==> src/rtl/vm_pkg.sv <==
// Shared vending-machine types: coin codes with their credit values, the
// default credit ceiling, and the credit unit's state encoding.
package vm_pkg;

  typedef enum logic [1:0] {
    COIN_5  = 2'd0,
    COIN_10 = 2'd1,
    COIN_20 = 2'd2,
    COIN_50 = 2'd3
  } coin_code_t;

  typedef enum logic [1:0] {
    ST_IDLE   = 2'd0,
    ST_CREDIT = 2'd1,
    ST_REFUND = 2'd2
  } credit_state_t;

  localparam int unsigned MAX_CREDIT_DEF = 75;

  // Credit value of each coin, in units of 100
  function automatic int unsigned coin_value(input coin_code_t code);
    case (code)
      COIN_5:  coin_value = 5;
      COIN_10: coin_value = 10;
      COIN_20: coin_value = 20;
      default: coin_value = 50;
    endcase
  endfunction

endpackage

==> src/rtl/inactivity_timer.sv <==
// Counts tick pulses while enabled; asserts expired once TIMEOUT_S ticks have
// passed without a clear. Used only when COIN_TIMEOUT_EN is defined.
module inactivity_timer #(
  parameter int unsigned TIMEOUT_S = 60
) (
  input  logic clk,
  input  logic reset,
  input  logic tick,
  input  logic clear,
  input  logic enable,
  output logic expired
);

  localparam int unsigned CNT_W = $clog2(TIMEOUT_S + 1);
  localparam logic [CNT_W-1:0] CNT_MAX = CNT_W'(TIMEOUT_S);

  logic [CNT_W-1:0] count_q, count_d;

  always_comb begin
    count_d = count_q;
    if (!enable || clear)
      count_d = '0;
    else if (tick && (count_q != CNT_MAX))
      count_d = count_q + 1'b1;
  end

  always_ff @(posedge clk) begin
    if (reset) count_q <= '0;
    else       count_q <= count_d;
  end

  assign expired = (count_q == CNT_MAX);

endmodule

==> src/rtl/coin_credit_unit.sv <==
// Customer credit accumulator: coin crediting, purchase charge ack/nack and
// refund handshake. Optional inactivity refund under COIN_TIMEOUT_EN.
module coin_credit_unit
  import vm_pkg::*;
#(
  parameter int unsigned CREDIT_W   = 7,
  parameter int unsigned MAX_CREDIT = MAX_CREDIT_DEF,
  parameter int unsigned TIMEOUT_S  = 60
) (
  input  logic                clk,
  input  logic                reset,
  input  logic                tick_1s,
  input  logic                coin_valid,
  input  logic [1:0]          coin_code,
  input  logic                charge_valid,
  input  logic [CREDIT_W-1:0] charge_amount,
  input  logic                refund_req,
  input  logic                session_end,
  input  logic                refund_ack,
  output logic [CREDIT_W-1:0] credit,
  output logic                charge_ack,
  output logic                charge_nack,
  output logic                coin_reject,
  output logic                refund_valid,
  output logic [CREDIT_W-1:0] refund_amount,
  output logic                idle
);

  localparam int unsigned XW = CREDIT_W + 1;
  localparam logic [XW-1:0] MAX_X = XW'(MAX_CREDIT);

  credit_state_t       state_q, state_d;
  logic [CREDIT_W-1:0] credit_q, credit_d;
  logic [CREDIT_W-1:0] refund_amount_q, refund_amount_d;
  logic                refund_valid_q, refund_valid_d;
  logic                charge_ack_q, charge_ack_d;
  logic                charge_nack_q, charge_nack_d;
  logic                coin_reject_q, coin_reject_d;
  logic                idle_q, idle_d;

  logic                timeout;
  logic [XW-1:0]       coin_v, after_charge, after_coin;
  logic                charge_ok, coin_ok, refund_go;

`ifdef COIN_TIMEOUT_EN
  inactivity_timer #(.TIMEOUT_S(TIMEOUT_S)) u_timer (
    .clk     (clk),
    .reset   (reset),
    .tick    (tick_1s),
    .clear   (coin_valid | charge_valid | (state_q != ST_CREDIT)),
    .enable  (state_q == ST_CREDIT),
    .expired (timeout)
  );
`else
  logic unused_tick;
  assign unused_tick = tick_1s;
  assign timeout     = 1'b0;
`endif

  always_comb begin
    state_d         = state_q;
    credit_d        = credit_q;
    refund_amount_d = refund_amount_q;
    refund_valid_d  = refund_valid_q;
    charge_ack_d    = 1'b0;
    charge_nack_d   = 1'b0;
    coin_reject_d   = 1'b0;

    coin_v       = XW'(coin_value(coin_code_t'(coin_code)));
    charge_ok    = (state_q != ST_REFUND) && (charge_amount <= credit_q);
    // Charge is decided first; the coin is tested against the post-charge credit
    after_charge = {1'b0, credit_q}
                 - ((charge_valid && charge_ok) ? {1'b0, charge_amount} : '0);
    after_coin   = after_charge + coin_v;
    coin_ok      = (state_q != ST_REFUND) && (after_coin <= MAX_X);
    refund_go    = refund_req || session_end || timeout;

    if (state_q == ST_REFUND) begin
      charge_nack_d = charge_valid;
      coin_reject_d = coin_valid;
      if (refund_ack && refund_valid_q) begin
        credit_d        = '0;
        refund_valid_d  = 1'b0;
        refund_amount_d = '0;
        state_d         = ST_IDLE;
      end
    end else begin
      if (charge_valid) begin
        charge_ack_d  = charge_ok;
        charge_nack_d = !charge_ok;
      end
      if (coin_valid && coin_ok)
        credit_d = after_coin[CREDIT_W-1:0];
      else
        credit_d = after_charge[CREDIT_W-1:0];
      coin_reject_d = coin_valid && !coin_ok;

      if (credit_d == '0)
        state_d = ST_IDLE;
      else if (state_q == ST_CREDIT && refund_go) begin
        state_d         = ST_REFUND;
        refund_valid_d  = 1'b1;
        refund_amount_d = credit_d;
      end else
        state_d = ST_CREDIT;
    end

    idle_d = (state_d == ST_IDLE);
  end

  always_ff @(posedge clk) begin
    if (reset) begin
      state_q         <= ST_IDLE;
      credit_q        <= '0;
      refund_amount_q <= '0;
      refund_valid_q  <= 1'b0;
      charge_ack_q    <= 1'b0;
      charge_nack_q   <= 1'b0;
      coin_reject_q   <= 1'b0;
      idle_q          <= 1'b1;
    end else begin
      state_q         <= state_d;
      credit_q        <= credit_d;
      refund_amount_q <= refund_amount_d;
      refund_valid_q  <= refund_valid_d;
      charge_ack_q    <= charge_ack_d;
      charge_nack_q   <= charge_nack_d;
      coin_reject_q   <= coin_reject_d;
      idle_q          <= idle_d;
    end
  end

  assign credit        = credit_q;
  assign charge_ack    = charge_ack_q;
  assign charge_nack   = charge_nack_q;
  assign coin_reject   = coin_reject_q;
  assign refund_valid  = refund_valid_q;
  assign refund_amount = refund_amount_q;
  assign idle          = idle_q;

endmodule

==> config.mk <==
export PLATFORM = sky130hd
export DESIGN_NAME = coin_credit_unit
export DESIGN_NICKNAME = d
export VERILOG_FILES = /design/src/rtl/vm_pkg.sv /design/src/rtl/inactivity_timer.sv /design/src/rtl/coin_credit_unit.sv
export SDC_FILE = /design/constraint.sdc
export NUM_CORES = 1
export LEC_CHECK = 0
export BUFFER_PORTS_ARGS = -buffer_cell sky130_fd_sc_hd__buf_2
export CORE_ASPECT_RATIO = 2
export CORE_MARGIN = 2
export CORE_UTILIZATION = 60
export CTS_BUF_LIST = sky130_fd_sc_hd__clkbuf_8 sky130_fd_sc_hd__clkbuf_16
export DETAILED_ROUTE_END_ITERATION = 10
export HOLD_SLACK_MARGIN = 0.1
export PLACE_DENSITY_LB_ADDON = 0.3
export SLEW_MARGIN = 25
export SYNTH_ARGS = -nofsm -noshare
export SYNTH_HDL_FRONTEND = slang
export SYNTH_SLANG_ARGS = --single-unit
==> constraint.sdc <==
create_clock -name clk -period 17.05 [get_ports clk]
set_clock_uncertainty 0.2 [all_clocks]
set_input_delay 3.41 -clock clk [delete_from_list [all_inputs] [get_ports clk]]
set_output_delay 3.41 -clock clk [all_outputs]
set_load 0.05 [all_outputs]
==> results of run 1 <==
-- kinds of logic (layout without fill, tap and decap cells) --
logic type               count (synthesis)  in the layout  synth area share, %
AND/OR/NAND/NOR                         82             82                 21.8
AO/OA/AOI/OAI                           70             70                 28.1
adder cells (fa/ha/maj)                 23             23                 16.2
buffers and inverters                   23             55                 5.02
flip-flops                              21             21                 22.5
XOR/XNOR                                 9              9                 4.62
multiplexers                             2              2                 1.81
-- area by class of cell --
type                    instances  area (µm²)  area share (%)
flip-flops and latches         21         420            20.1
inverters                      17        63.8            3.05
clock buffers                   3        41.3            1.97
well taps                      30        37.5            1.79
multi-input cells             186        1350            64.7
repair buffers                 34         170            8.13
clock inverters                 1        5.00           0.239
-- per-stage QoR --
step	instances	worst slack (ns)	utilization [%]	hold WS [ns]	area, µm²
after floorplan	230	9.32	-	0.338	1870
after global placement	288	8.64	68.7	0.250	2050
after detailed placement	288	8.53	68.7	0.250	2050
after CTS	292	8.78	70.3	0.274	2090
after global routing	292	8.29	70.3	0.308	2090
final	292	8.80	70.3	0.278	2090
-- worst paths after layout --
path,start,cells past startpoint,end,slack [ns]
hold reg to reg,refund_amount[1],1,refund_amount[1],0.28
setup / recovery,charge_amount[1],23,refund_amount[4],8.80
setup reg to reg,credit[1],23,refund_amount[4],11.57
hold / removal,refund_amount[1],1,refund_amount[1],0.28
-- worst reg2reg max path: cells and delay by family (launching register included) --
kind	cells	cell delay [ns]
AO/OA/AOI/OAI	14	3.06
buffers and inverters	1	0.10
adder cells (fa/ha/maj)	3	0.97
flip-flops	1	0.39
XOR/XNOR	1	0.12
AND/OR/NAND/NOR	4	0.61
-- flip-flops by register name (all words and copies together) (netlist names) --
name and cells:
credit 7, refund_amount 7, state_q 2, charge_ack 1
charge_nack 1, coin_reject 1, idle 1, refund_valid 1
-- cells in the final DEF, fill, tap and decap left out, types with 2 or more instances in the layout --
cell type and n:
o21a_1 3, or3_1 3, ha_1 21, clkbuf_8 3, xnor2_1 4, nand3_1 6
nand3b_1 3, o21ai_0 12, nor2_1 20, a21oi_1 17, nor2b_1 4, xor2_1 4
and3_1 4, o21ai_1 3, a21oi_2 2, and2_1 2, fa_1 2, inv_1 17
nand2b_1 5, dfxtp_1 21, a22o_1 6, o211ai_1 3, nor3_1 5, a21o_1 7
nand2_1 23, buf_2 34
-- routing by layer --
metal	vias up	global-route usage [%]	routed length, µm
met1	834	26.3	1590
li1	889	-	-
met5	-	0	0
met4	0	10.2	134
met2	54	46.8	2400
met3	15	1.96	179
==> impl_metrics.yaml, run 1 <==
status:
  status: "finished clean"
setup_path:
  crit_path_start_kind: "input pin"
  path_buf_inv: 1
  crit_family: "compound AO/OA/AOI/OAI gates"
  crit_slowest_cell: "a21oi_2"
  cp.required_ns: 17.05
  max_stage_delay_ns: 0.39
  critPathKind: "in2reg"
  critPathArrivalTime_ns: 8.26
  critPathCaptureType: "flop"
  cp_max_fo: 11
  cp_cell_sequence: "buf_2 > ha_1 > nor2b_1 > o21ai_0 > nand2b_1 > a21oi_1 > o21ai_0 > a21oi_1 > and2_1 > nand2_1 > ha_1 > o21ai_1 > a21o_1 > a21boi_0 > ha_1 > o21ai_0 > o21bai_1 > a21oi_1 > xnor2_2 > a21oi_2 > o21ai_2 > a21oi_2 > a22o_1"
die:
  die-area_mm2: 0.00360
  rows: 28
  ios: 36
  die_h_um: 82.9
  core_mm2: 0.00298
  initial_core_util_pct: 62.7
  die_w_um: 43.5
clocking:
  post_cts_buffers: 0
  root_buffer: "clkbuf_8"
  holdBufCountCts: 0
  clkSlewWorstSetupHoldPaths_ns: 0.08
  htreeDepth: 1
  cts-resized-gates: 0
  cts_tree: "done"
  cts_inserted_buffers: 3
  numClockSinks: 21
  cts_buffer_depth: 2
  clk_latency_ns: 0.26
logic_synthesis:
  netlist_instances: 230
  synthTopCellsByCount: "23 x nand2_1, 21 x dfxtp_1, 21 x ha_1"
  async_flop_share_pct: 0
  synth_nets: 270
  synth.most_common_cell: "nand2_1"
  yosysTopAreaCell: "dfxtp_1"
  yosysTopAreaCellShare_pct: 22.5
  syn_area_mm2: 0.00187
  synthDistinctLibCells: 54
  ys_seq_area_share_pct: 22.5
  yosys-top-cells-area: "dfxtp_1 23%, ha_1 14%, nand2_1 4.6%"
  synth_warnings: 0
  synth_seq_cells: 21
  synth_edf_count: 0
  synth_flop_cell: "dfxtp_1"
  syn_avg_cell_area_um2: 8.12
final_layout:
  fill_cells: 262
  layout.nets: 303
  syn2layout_area_growth_pct: 12.0
  drive_gt1_share_pct: 19.8
  num_antenna_cells: 0
flow_run:
  cap_violations: 0
grt:
  antenna_found_initial: 0
  grt_pass1_vias: 1712
  track_usage_pct: 24.8
  grt-ovfl-total: 0
  grt_pass1_wl_um: 7210
  grt_max_degree: 16
placed_design:
  io_buffers: 34
  dp_hpwl_um: 3580
  routabilityCongestion: 0.959
routing:
  route.detailed.drc: 0
  wl_um: 4300
  vias: 1792
  wl_per_cell_um: 14.7
  ant_nets: 0
  drt_iter0_markers: 48
  dr.pass1.iters: 5
  vias_per_cell: 6.14
timing:
  period_needed_ns: 8.25
  hold_violations: 0
  slew_headroom_pct: 53.9
  fmax_ghz: 0.121
  setup_tns_ns: 0
  worstMarginPinSlew_ns: 0.690
  setup_viol: 0
  rsz0062_at_grt: "false"
  period_share_pct: 48.4
  slew_violations: 0
hold_path:
  hold_path_class: "reg2reg"
Power of run 1 is left out: the tool's default activity adds up to more than one toggle a clock period on the data nets, which glitch-free logic cannot reach.
==> run 2, diff against run 1 <==
- CORE_UTILIZATION: 60 -> 56
- clock period: 17.05 -> 7.7 ns (I/O delays scaled with it)
==> run 2 against run 1 <==
  * Critical endpoint is now refund_amount[0]
  * Setup slack got worse by 7.5 ns
  * Die area rose by 6.6%
  * Flip-flop and latch count did not move
  * Wire length rose by 3.9%
==> impl_metrics.yaml, run 2 (synthesis results as in run 1) <==
hold_path:
  hold_path_class: "reg2reg"
setup_path:
  max_stage_delay_ns: 0.43
  cp_max_fo: 11
  path_buf_inv: 1
  critPathCaptureType: "flop"
  crit_path_start_kind: "input pin"
  critPathArrivalTime_ns: 6.43
  crit_slowest_cell: "a21oi_2"
  cp_cell_sequence: "buf_2 > ha_1 > nor2b_1 > o21ai_0 > nand2b_1 > a21oi_1 > o21ai_0 > a21oi_1 > and2_1 > nand2_1 > ha_1 > o21ai_1 > a21o_1 > a21boi_0 > ha_1 > o21ai_0 > o21bai_1 > a21oi_1 > xnor2_2 > a21oi_2 > o21ai_2 > a21oi_2 > a22o_1"
  crit_family: "compound AO/OA/AOI/OAI gates"
  critPathKind: "in2reg"
  cp.required_ns: 7.71
grt:
  grt_pass1_vias: 1706
  antenna_found_initial: 0
  grt-ovfl-total: 0
  use_met3_pct: 1.89
  grtUsageMet1_pct: 25.8
  top_usage_layer: "met2"
  track_usage_pct: 25.2
  grt_pass1_wl_um: 7340
  grt_max_degree: 16
  met2_usage_pct: 48.6
die:
  die_h_um: 85.7
  die_w_um: 44.8
  initial_core_util_pct: 58.5
  rows: 29
  ios: 36
  core_mm2: 0.00319
  die-area_mm2: 0.00384
timing:
  slew_headroom_pct: 56.6
  setup_viol: 0
  period_share_pct: 83.4
  worstMarginPinSlew_ns: 0.649
  rsz0062_at_grt: "false"
  hold_violations: 0
  whs_ns: 0.279
  setup_tns_ns: 0
  fmax_ghz: 0.156
  setup_ws_ns: 1.28
  slew_violations: 0
  period_needed_ns: 6.42
status:
  status: "finished clean"
final_layout:
  post-route-util_pct: 65.6
  drive_gt1_share_pct: 19.8
  layout.nets: 303
  syn2layout_area_growth_pct: 12.1
  num_antenna_cells: 0
  mostFrequentLayoutCell: "buf_2"
  layout_common_cells: "34 x buf_2, 23 x nand2_1, 21 x ha_1, 21 x dfxtp_1, 20 x nor2_1"
clocking:
  clkSlewWorstSetupHoldPaths_ns: 0.08
  post_cts_buffers: 0
  clk_latency_ns: 0.26
  cts_buffer_depth: 2
  numClockSinks: 21
  cts-resized-gates: 0
  cts_tree: "done"
  holdBufCountCts: 0
  cts_inserted_buffers: 3
  root_buffer: "clkbuf_8"
  htreeDepth: 1
routing:
  wl_um: 4460
  ant_nets: 0
  vias_per_cell: 6.01
  route.detailed.drc: 0
  dr.pass1.iters: 4
  drt_iter0_markers: 34
  vias: 1760
  wl_per_cell_um: 15.2
placed_design:
  pre_cts_ws_ns: 1.04
  routabilityCongestion: 0.947
  dp_hpwl_um: 3710
  io_buffers: 34
flow_run:
  cap_violations: 0
-- run 2: cell counts in the layout (fill, tap and decap cells not counted) --
Identical to the previous run, type by type.
-- run 2: final cells by class --
type	instances	area (µm²)
clock buffers	3	41.3
repair buffers	34	170
multi-input cells	186	1350
flip-flops and latches	21	420
clock inverters	1	5.00
fillers	318	1100
inverters	17	63.8
well taps	31	38.8
-- run 2: metrics by stage --
stage	cells	cell area, µm²
floorplan	230	1870
global placement	289	2050
finish	293	2090
global route	293	2090
CTS	293	2090
detailed placement	289	2050
-- run 2: final timing paths --
path / start / to / slack, ns / depth (start not counted)
hold reg to reg: refund_amount[1] / refund_amount[1] / 0.28 / 1
hold / removal: refund_amount[1] / refund_amount[1] / 0.28 / 1
setup reg to reg: credit[1] / refund_amount[0] / 2.17 / 23
setup / recovery: charge_amount[1] / refund_amount[0] / 1.28 / 23
-- run 2: layer usage --
metal | share of wire (%) | wire length (µm) | vias to the layer above
met5 | 0 | 0 | -
met4 | 2.6 | 115 | 0
met3 | 3.2 | 144 | 10
met2 | 57 | 2560 | 45
met1 | 37 | 1650 | 814
li1 | - | - | 891
Power of run 2 is left out for the same reason.
==> run 3, diff against run 2 <==
- ABC_AREA: unset -> 1
- clock period: 7.7 -> 6.1 ns (I/O delays scaled with it)
==> run 3 against run 2 <==
  * Synthesized cell count grew 30%
  * Wire length up 5.8%
  * Die area grew 1.9%
  * Critical path depth is 13 higher
  * Final area is 20% higher
  * Final cell count grew 33%
  * First-iteration DRC count increased by 65%
  * Flip-flop and latch count unchanged
  * Setup slack got worse by 0.93 ns
  * Synthesized area rose by 2.0%
  * Count of clock-buffer cells in the layout unchanged
  * Highest routed layer unchanged
==> impl_metrics.yaml, run 3 <==
timing:
  slew_headroom_pct: 68.8
  hold_violations: 0
  period_needed_ns: 5.75
  fmax_ghz: 0.174
  worstMarginPinSlew_ns: 0.468
  period_share_pct: 94.3
  slew_violations: 0
  setup_tns_ns: 0
  setup_viol: 0
final_layout:
  mostFrequentLayoutCell: "nand2_1"
  num_antenna_cells: 0
  layout_common_cells: "71 x nand2_1, 52 x inv_1, 34 x buf_2, 23 x buf_4, 21 x dfxtp_1"
  multi_input_area_mm2: 0.00143
  fill_cells: 272
  regArea_um2: 420
  syn2layout_area_growth_pct: 31.8
  layout.nets: 398
  final_area_mm2: 0.00251
  post-route-util_pct: 75.2
  drive_gt1_share_pct: 30.3
logic_synthesis:
  synth.most_common_cell: "nand2_1"
  yosysTopAreaCellShare_pct: 22.1
  ys_seq_area_share_pct: 22.1
  synthDistinctLibCells: 29
  syn_area_mm2: 0.00191
  synth_edf_count: 0
  synth_flop_cell: "dfxtp_1"
  syn_avg_cell_area_um2: 6.35
  yosysTopAreaCell: "dfxtp_1"
  yosys-top-cells-area: "dfxtp_1 22%, nand2_1 17%, ha_1 14%"
  synth_seq_cells: 21
  synth_nets: 340
  synth_top_family_by_area: "simple AND/OR/NAND/NOR gates"
  async_flop_share_pct: 0
  synth_warnings: 0
  synthTopCellsByCount: "86 x nand2_1, 54 x inv_1, 25 x nand3_1"
  netlist_instances: 300
  synthSimpleGateAreaFrac_pct: 39.7
  synth_fa_ha_area_share_pct: 15.9
  synth_mux_area_share_pct: 0
  synth_compound_area_share_pct: 7.09
  yosys.area_share.xor_xnor_pct: 2.76
hold_path:
  hold_path_class: "reg2reg"
setup_path:
  critPathKind: "in2reg"
  crit_path_start_kind: "input pin"
  critPathArrivalTime_ns: 5.75
  cp_max_fo: 8
  crit_slowest_cell: "ha_1"
  max_stage_delay_ns: 0.29
  cp.required_ns: 6.10
  reg2reg_slack_ns: 0.86
  path_common_cell: "nand2_1"
  critPathCaptureType: "flop"
die:
  core_mm2: 0.00334
  die_w_um: 45.3
  die_h_um: 86.5
  initial_core_util_pct: 57.0
  die-area_mm2: 0.00391
  ios: 36
  rows: 30
grt:
  antenna_found_initial: 0
  grt-ovfl-total: 0
  grt_max_degree: 14
  track_usage_pct: 24.8
  grt_pass1_vias: 1869
  grt_pass1_wl_um: 7490
clocking:
  cts_buffer_depth: 2
  root_buffer: "clkbuf_8"
  cts_inserted_buffers: 3
  numClockSinks: 21
  clkSlewWorstSetupHoldPaths_ns: 0.08
  htreeDepth: 1
  cts_tree: "done"
  clk_latency_ns: 0.26
  holdBufCountCts: 0
routing:
  wl_per_cell_um: 12.1
  ant_nets: 0
  route.detailed.drc: 0
  wl_um: 4720
  drt_iter0_markers: 56
  vias: 2066
  dr.pass1.iters: 4
  vias_per_cell: 5.31
placed_design:
  dp_hpwl_um: 3750
  routabilityCongestion: 0.863
  postPlaceCellArea_mm2: 0.00223
  io_buffers: 34
flow_run:
  cap_violations: 0
status:
  status: "finished clean"
## run 3: cell types whose count changed in the layout (fill, tap and decap cells not counted), sizes merged, moves of 4 or more
| cell | change |
|---|---|
| a21o | -7 |
| nand2 | +65 |
| o21ai | -11 |
| nand4 | +13 |
| and3 | -4 |
| buf | +24 |
| a22o | -6 |
| inv | +38 |
| nand2b | -5 |
| nand3 | +23 |
| o211ai | -4 |
## run 3: final timing paths
check | startpoint | to | depth (start not counted)
worst max-delay path | charge_amount[2] | refund_amount[1] | 36
worst min-delay path | refund_valid | refund_valid | 2
worst max register to register | credit[2] | refund_amount[1] | 36
worst min register to register | refund_valid | refund_valid | 2
## run 3: worst max-delay path, delay by kind of cell
family,cells,cell delay (ns)
buf+inv,7,0.68
compound gates,7,1.00
fa+ha+maj,3,0.79
simple gates,18,1.89
xor+xnor,1,0.15
## run 3: area by class of cell
| type | count | share of cell area, % |
|---|---|---|
| inverters | 58 | 8.67 |
| repair buffers | 58 | 14.1 |
| clock buffers | 3 | 1.64 |
| flip-flops and latches | 21 | 16.7 |
| well taps | 32 | 1.59 |
| clock inverters | 1 | 0.299 |
| multi-input cells | 216 | 57.0 |
## run 3: metal layers
layer | wire (µm) | GRT usage [%] | share of wire, % | vias to the layer above
met5 | 0 | 0 | 0 | -
met4 | 197 | 12.0 | 4.2 | 0
met3 | 100 | 2.08 | 2.1 | 15
met2 | 2720 | 47.9 | 58 | 44
met1 | 1710 | 24.1 | 36 | 936
li1 | - | - | - | 1071
## run 3: cells by family (layout without fill, tap and decap cells)
kind of cell / count (synthesis) / count (layout)
simple gates: 162 / 162
buf+inv: 63 / 120
compound gates: 25 / 25
fa+ha+maj: 23 / 23
flops: 21 / 21
xor+xnor: 6 / 6
## run 3: stage by stage
step / std cells / hold slack [ns] / setup WS (ns)
floorplan: 300 / 0.335 / 0.416
global placement: 379 / 0.268 / 0.00306
detailed placement: 379 / 0.273 / -0.0790
CTS: 383 / 0.283 / 0.197
global route: 389 / 0.317 / -0.0419
finish: 389 / 0.280 / 0.348
## run 3: what timing repair did
item                       CTS  global route
setup endpoints to repair    0            11
resized for setup            0            41
setup buffers                0             6
Power of run 3 is left out for the same reason.
